==> config.mk <==
export PLATFORM = sky130hd
export DESIGN_NAME = reg_write_arbiter
export DESIGN_NICKNAME = d
export VERILOG_FILES = /design/src/rtl/reg_write_arbiter.sv
export SDC_FILE = /design/constraint.sdc
export NUM_CORES = 1
export LEC_CHECK = 0
export CORE_UTILIZATION = 37
export CTS_BUF_LIST = sky130_fd_sc_hd__clkbuf_4
export CTS_CLUSTER_SIZE = 10
export DETAILED_ROUTE_END_ITERATION = 6
export GPL_ROUTABILITY_DRIVEN = 0
export MAX_ROUTING_LAYER = met4
export PLACE_DENSITY = 0.83
export SETUP_SLACK_MARGIN = 0.4
export SYNTH_ARGS = -nofsm -noshare
export SYNTH_HDL_FRONTEND = slang
export SYNTH_SLANG_ARGS = --single-unit
==> constraint.sdc <==
create_clock -name Clk -period 2.3 [get_ports Clk]
set_clock_uncertainty 0.05 [all_clocks]
set_input_delay 0.46 -clock Clk [delete_from_list [all_inputs] [get_ports Clk]]
set_output_delay 0.46 -clock Clk [all_outputs]
set_load 0.05 [all_outputs]
==> src/rtl/reg_write_arbiter.sv <==
// Round-robin owner of the register-file write port shared by N_REQ write-back requesters.
// After reset, it clears R1..R(2**ADDR_W-1) one register per cycle before arbitration starts.
module reg_write_arbiter #(
  parameter int N_REQ          = 4,
  parameter int ADDR_W         = 5,
  parameter int DATA_W         = 32,
  parameter int CLEAR_ON_RESET = 1
) (
  input  logic                      Clk,
  input  logic                      Rst_n,
  input  logic [N_REQ-1:0]          Req,
  input  logic [N_REQ*ADDR_W-1:0]   Req_Reg,
  input  logic [N_REQ*DATA_W-1:0]   Req_Data,
  output logic [N_REQ-1:0]          Grant,
  output logic                      Init_Done,
  output logic                      Reg_Write,
  output logic [ADDR_W-1:0]         Write_Reg,
  output logic [DATA_W-1:0]         Write_Data
);

  // state | meaning
  // INIT  | clearing R1..R(2**ADDR_W-1), one register per cycle; requests held off
  // RUN   | round-robin arbitration of write-back requests, one write per cycle

  localparam int PTR_W = (N_REQ > 1) ? $clog2(N_REQ) : 1;

  typedef enum logic {INIT, RUN} state_t;

  state_t              state;
  logic [PTR_W-1:0]    rr_ptr;
  logic [PTR_W-1:0]    grant_idx;
  logic [PTR_W-1:0]    next_ptr;
  logic [ADDR_W-1:0]   clr_cnt;
  logic [ADDR_W-1:0]   sel_reg;
  logic [DATA_W-1:0]   sel_data;
  logic [2*N_REQ-1:0]  req_dbl;
  logic [N_REQ-1:0]    req_rot;
  logic                found;
  logic                arb_en;

  // Rotate the request vector so bit 0 is the requester at rr_ptr, then take the first set bit.
  always_comb begin
    int sum;
    sum       = 0;
    found     = 1'b0;
    grant_idx = '0;
    req_dbl   = {Req, Req} >> rr_ptr;
    req_rot   = req_dbl[N_REQ-1:0];
    for (int k = 0; k < N_REQ; k++) begin
      if (!found && req_rot[k]) begin
        found = 1'b1;
        sum   = int'(rr_ptr) + k;
        if (sum >= N_REQ) sum = sum - N_REQ;
        grant_idx = PTR_W'(sum);
      end
    end
  end

  assign arb_en   = Rst_n && (state == RUN);
  assign Grant    = (arb_en && found) ? (N_REQ'(1) << grant_idx) : '0;
  assign sel_reg  = Req_Reg[grant_idx*ADDR_W +: ADDR_W];
  assign sel_data = Req_Data[grant_idx*DATA_W +: DATA_W];
  assign next_ptr = (grant_idx == PTR_W'(N_REQ-1)) ? '0 : grant_idx + 1'b1;

  always_ff @(posedge Clk) begin
    if (!Rst_n) begin
      state      <= (CLEAR_ON_RESET != 0) ? INIT : RUN;
      Reg_Write  <= 1'b0;
      Write_Reg  <= '0;
      Write_Data <= '0;
      Init_Done  <= 1'b0;
      rr_ptr     <= '0;
      clr_cnt    <= ADDR_W'(1);
    end else begin
      case (state)
        INIT: begin
          Reg_Write  <= 1'b1;
          Write_Reg  <= clr_cnt;
          Write_Data <= '0;
          clr_cnt    <= clr_cnt + 1'b1;
          if (clr_cnt == {ADDR_W{1'b1}}) begin
            state     <= RUN;
            Init_Done <= 1'b1;
          end
        end
        RUN: begin
          Init_Done <= 1'b1;
          if (found) begin
            // R0 is hard-wired zero: the request is consumed but never written.
            Reg_Write  <= (sel_reg != '0);
            Write_Reg  <= sel_reg;
            Write_Data <= sel_data;
            rr_ptr     <= next_ptr;
          end else begin
            Reg_Write  <= 1'b0;
          end
        end
        default: state <= INIT;
      endcase
    end
  end

endmodule

==> impl_metrics.yaml, run 1 <==
cells_and_area:
  area_growth_pct: 99.9
  drive_gt1_share_pct: 21.7
  nets: 796
  utilization_pct: 77.9
  multiInputGateArea_um2: 2110
  fill_cells: 534
  seq_area_um2: 946
  diodes: 0
  stdcell_area_um2: 5770
drt:
  firstDrtPassIters: 5
  via_count: 4032
  vias_per_cell: 5.48
  wl_um: 12100
  drc: 0
  post_drt_wl_per_cell_um: 16.4
  drtIter0Drc: 160
  ant_nets: 0
yosys:
  synth_cells: 417
  synthesis.nets: 577
  synth.yosys.seq_area_share_pct: 32.6
  yosysTopAreaCell: "dfxtp_1"
  ys_async_sr_fraction_pct: 0
  synth.avg_cell_area_um2: 6.93
  synthesis.area_um2: 2890
  yosys_register_bits: 47
  synth_top_area_share_pct: 32.6
  synth-edff-count: 0
  synth_common_cells: "nand2_1 (136), nand3_1 (82), dfxtp_1 (47)"
  yosys_warnings: 0
  synth_flop_cell: "dfxtp_1"
  synthTopCellsByArea: "dfxtp_1 (33%), nand2_1 (18%), nand3_1 (14%)"
  netlist-cell-type-count: 32
  synth.most_common_cell: "nand2_1"
setup_path:
  endpoint_kind: "primary output"
  crit_required_ns: 1.79
  timing.critical_path.from_type: "primary input"
  worstSetupPathType: "in -> out"
  startpoint: "Req[0]"
  cp.arrival_ns: 1.82
  critPathMaxFanout: 4
  reg2reg_from: "rr_ptr[0]"
die:
  dieArea_um2: 8160
  rows: 31
  coreArea_um2: 7410
  die_y_um: 90.3
  die_w_um: 90.3
  ioPinCount: 197
  start_util_pct: 39.0
global_routing:
  antenna_found_initial: 0
  grt_pass1_vias: 3695
  overflow: 0
  grt_max_degree: 34
  grt_pass1_wl_um: 17900
  grt_usage_pct: 27.8
timing:
  finalSetupViolations: 4
  drv_slew: 0
  relSlewSlack_pct: 63.4
  fmaxAchievable_ghz: 0.429
  finalCritPeriodShare_pct: 101
  timing.final.ws_setup_ns: -0.0311
  setup_tns_ns: -0.0790
  period_minus_slack_ns: 2.33
  hold_viol: 0
  rsz0062_at_grt: "true"
  worstMarginPinSlew_ns: 0.550
worst_hold_path:
  hold_class: "reg -> reg"
  hold_start: "Write_Data[11]"
clock_tree:
  cts_tree: "done"
  path_clk_slew_ns: 0.15
  clock_latency_ns: 0.37
  clkSinkCount: 47
  cts_buffer_depth: 2
  cts_root_buffer: "clkbuf_4"
  cts_made_buffers: 5
  htreeDepth: 2
power_and_ir_drop:
  power_leakage_uw: 0.00249
  total_power_uw: 2080
  ir_drop_mv: 0.203
  power_density_nw_per_um2: 360
place:
  dp_slack_ns: -0.403
  io_buffer_count: 196
  placed_area_um2: 5290
  dpl.hpwl_um: 8830
flow_run:
  cap_violations: 0
status:
  status: "finished with violations"
  violations: "negative setup slack"
## layout make-up
cell class / instances / share of cell area [%]
Clock buffer: 5 / 0.650
Clock inverter: 3 / 0.759
Inverter: 6 / 0.694
Multi-Input combinational cell: 331 / 36.5
Sequential cell: 47 / 16.4
Tap cell: 99 / 2.15
Timing Repair Buffer: 245 / 42.8
## registers in the layout, indices dropped and copies added, names as in the netlist
signal,cells
Write_Data,32
Write_Reg,5
state,1
Init_Done,1
clr_cnt,5
rr_ptr,2
Reg_Write,1
## cells in the final DEF, fill, tap and decap left out, types with 9 or more instances in the layout
cell / synthesis / final
a32o_1: 27 / 26
buf_4: 0 / 30
buf_6: 0 / 9
clkdlybuf4s50_1: 0 / 149
dfxtp_1: 47 / 45
dlygate4sd2_1: 0 / 39
nand2_1: 136 / 113
nand2_2: 0 / 21
nand3_1: 82 / 65
nand3_2: 0 / 17
o21ai_0: 15 / 12
## report_power, final
group,switching (µW),total [µW],internal (µW)
combinational,311,732,421
sequential,10.8,837,826
clock,283,513,229
## critical path: stages
cell             delay, ns
clkdlybuf4s15_2       0.22
buf_4                 0.15
inv_4                 0.05
o22ai_4               0.06
a211oi_4              0.31
inv_2                 0.13
ha_4                  0.17
and2_4                0.13
buf_12                0.14
## through the flow
stage,hold WS [ns],instances
3_5_place_dp,0.393,715
2_1_floorplan,0.438,417
4_1_cts,0.409,727
3_3_place_gp,0.388,715
5_1_grt,0.428,736
6_report,0.415,736
## path summary, 6_finish.rpt
path / endpoint / slack, ns / depth (start not counted)
setup / recovery: Grant[0] / -0.03 / 9
hold / removal: Write_Data[11] / 0.42 / 2
setup reg to reg: Reg_Write / 0.33 / 9
hold reg to reg: Write_Data[11] / 0.42 / 2
## what timing repair did
action | 4_1_cts | 5_1_grt
gates cloned | 0 | 4
endpoints found under the setup margin | 82 | 38
buffers inserted | 4 | 5
pin swaps | 9 | 38
gates resized for setup | 68 | 66
hold buffers | 0 | 0
## layer usage
metal,global-route usage [%],routed length (µm),up-vias
li1,-,-,1922
met1,31.5,4600,1882
met2,49.2,6150,198
met3,5.30,961,30
met4,9.27,335,0
met5,-,0,-
## cells by family after synthesis
family,count (synthesis),share of synthesized area (%)
flip-flops,47,32.6
AND/OR/NAND/NOR,245,37.3
adder cells (fa/ha/maj),6,2.60
XOR/XNOR,3,0.910
multiplexers,2,0.693
AO/OA/AOI/OAI,75,20.4
buffers and inverters,39,5.59
Power figures use the tool's default switching activity.
==> run 2: changes to the inputs <==
--- a/config.mk
+++ b/config.mk
@@ -5,13 +5,14 @@
 export SDC_FILE = /design/constraint.sdc
 export NUM_CORES = 1
 export LEC_CHECK = 0
-export CORE_UTILIZATION = 37
+export CORE_UTILIZATION = 33
 export CTS_BUF_LIST = sky130_fd_sc_hd__clkbuf_4
 export CTS_CLUSTER_SIZE = 10
 export DETAILED_ROUTE_END_ITERATION = 6
 export GPL_ROUTABILITY_DRIVEN = 0
 export MAX_ROUTING_LAYER = met4
-export PLACE_DENSITY = 0.83
+export PLACE_DENSITY = 0.79
+export RECOVER_POWER = 100
 export SETUP_SLACK_MARGIN = 0.4
 export SYNTH_ARGS = -nofsm -noshare
 export SYNTH_HDL_FRONTEND = slang
==> constraint.sdc (replaced) <==
create_clock -name Clk -period 1.9 [get_ports Clk]
set_clock_uncertainty 0.05 [all_clocks]
set_input_delay 0.38 -clock Clk [delete_from_list [all_inputs] [get_ports Clk]]
set_output_delay 0.38 -clock Clk [all_outputs]
set_load 0.05 [all_outputs]
==> run 2 against run 1 <==
  * Clock-buffer cell count grew 1
  * First-iteration DRC count is 32% lower
  * The flow still finishes with violations (negative setup slack)
  * Flip-flop and latch count did not move
  * Critical endpoint unchanged
  * Combinational power rose by 38%
  * Wire length increased by 11%
  * Critical path type unchanged
  * Worst setup slack worse by 0.30 ns
  * Utilization down 5.5 points
  * Worst hold slack better by 0.0069 ns
  * Die area is 12% higher
  * Cell count increased by 1.6%
  * Register-to-register slack got worse by 0.56 ns
==> impl_metrics.yaml, run 2 (synthesis gave the netlist of run 1 again) <==
status:
  status: "finished with violations"
  violations: "negative setup slack"
clock_tree:
  clkSinkCount: 47
  cts_made_buffers: 5
  htreeDepth: 2
  clock_latency_ns: 0.35
  path_clk_slew_ns: 0.14
  cts_buffer_depth: 2
  cts_root_buffer: "clkbuf_4"
  cts_tree: "done"
cells_and_area:
  largestRegisters: "Write_Data (32), Write_Reg (5), clr_cnt (5)"
  diodes: 0
  layout_common_cells: "clkdlybuf4s50_1 (149), nand2_1 (99), dfxtp_1 (45), nand3_2 (42), clkbuf_1 (40)"
  multiInputGateArea_um2: 2390
  fill_cells: 655
  largest_register_ffs: 32
  area_growth_pct: 109
  utilization_pct: 72.5
  mostFrequentLayoutCell: "clkdlybuf4s50_1"
  regMostFlops: "Write_Data"
  seq_area_um2: 948
  nets: 802
  drive_gt1_share_pct: 27.5
power_and_ir_drop:
  power_leakage_uw: 0.00255
  ir_drop_mv: 0.263
  power_density_nw_per_um2: 413
  total_power_uw: 2490
timing:
  timing.final.ws_setup_ns: -0.335
  worstMarginPinSlew_ns: 0.894
  finalCritPeriodShare_pct: 118
  period_minus_slack_ns: 2.23
  finalSetupViolations: 40
  relSlewSlack_pct: 40.4
  drv_slew: 0
  rsz0062_at_grt: "true"
  hold_viol: 0
  fmaxAchievable_ghz: 0.448
setup_path:
  worstSetupPathType: "in -> out"
  cp.arrival_ns: 1.80
  endpoint_kind: "primary output"
  max_stage_delay_ns: 0.30
  crit_path_end: "Grant[0]"
  startpoint: "Req[2]"
  reg2reg_from: "rr_ptr[0]"
  r2r_end: "Write_Data[26]"
  reg2reg_slack_ns: -0.23
  crit_required_ns: 1.47
  path_cells: "clkdlybuf4s15_2, buf_4, inv_12, o22ai_4, a211oi_4, inv_2, ha_4, and2_4, buf_12"
  timing.critical_path.from_type: "primary input"
  worst_path_max_delay_cell: "a211oi_4"
  ff2ff_path_depth: 11
  critPathMaxFanout: 5
die:
  start_util_pct: 34.6
  coreArea_um2: 8340
  die_w_um: 95.5
  ioPinCount: 197
  die_y_um: 95.5
  rows: 33
  dieArea_um2: 9130
place:
  io_buffer_count: 196
  dpl.hpwl_um: 8570
drt:
  drtIter0Drc: 109
  wl_um: 13400
  post_drt_wl_per_cell_um: 17.8
  vias_per_cell: 5.35
  firstDrtPassIters: 5
  drc: 0
  via_count: 4002
  ant_nets: 0
global_routing:
  antenna_found_initial: 0
  grt_max_degree: 34
  grt_pass1_wl_um: 16700
  grt_usage_pct: 24.3
  grt_pass1_vias: 3489
  overflow: 0
worst_hold_path:
  hold_class: "reg -> reg"
flow_run:
  cap_violations: 0
==> run 2: cell type report <==
cell class / instances / area share, %
Inverter: 6 / 0.663
Clock inverter: 2 / 0.124
Timing Repair Buffer: 251 / 41.0
Sequential cell: 47 / 15.7
Tap cell: 105 / 2.17
Multi-Input combinational cell: 331 / 39.6
Clock buffer: 6 / 0.745
==> run 2: how the worst min path moves through the flow <==
stage,to,cells after the start,slack [ns],from
after floorplan,rr_ptr[0],2,0.42,rr_ptr[0]
after global routing,Write_Data[16],1,0.45,Write_Data[16]
final,Write_Data[12],2,0.42,Write_Data[12]
after global placement,Write_Data[12],2,0.39,Write_Data[12]
after CTS,Write_Data[12],2,0.42,Write_Data[12]
after detailed placement,Write_Data[12],2,0.40,Write_Data[12]
==> run 2: routing by layer <==
metal / track usage [%] / vias to the layer above / share of wire [%]
met5: - / - / 0
met2: 45.2 / 169 / 52
met3: 3.91 / 23 / 7.2
met4: 5.10 / 0 / 2.0
li1: - / 1926 / -
met1: 27.2 / 1884 / 39
==> run 2: report_power, final <==
part           total, µW  leakage (µW)  switching [µW]  internal [µW]
clock network        467     0.0000307             315            152
logic               1010       0.00213             439            575
registers           1010      0.000382            13.5            998
total               2490       0.00255             768           1730
==> run 2: per-stage QoR <==
stage	hold slack (ns)	setup slack, ns	std cells	setup TNS [ns]	area, µm²
floorplan	0.424	-0.00613	417	-0.00734	3120
global placement	0.393	-0.665	715	-24.83	5250
detailed placement	0.398	-0.748	715	-27.73	5250
CTS	0.421	-0.308	728	-2.00	5400
global route	0.448	-0.410	748	-10.60	6040
finish	0.422	-0.335	748	-7.10	6040
==> run 2: repair_timing <==
item                                    in CTS  in global routing
resized for setup                           75                119
cloned                                       1                  9
hold buffers                                 0                  0
pin swaps                                    8                 56
endpoints found under the setup margin      53                 44
setup buffers                                4                 11
==> run 2: critical path: cells and delay by family <==
| kind | cells | cell delay [ns] |
|---|---|---|
| AND/OR/NAND/NOR | 1 | 0.13 |
| AO/OA/AOI/OAI | 2 | 0.37 |
| buffers and inverters | 5 | 0.74 |
| adder cells (fa/ha/maj) | 1 | 0.18 |
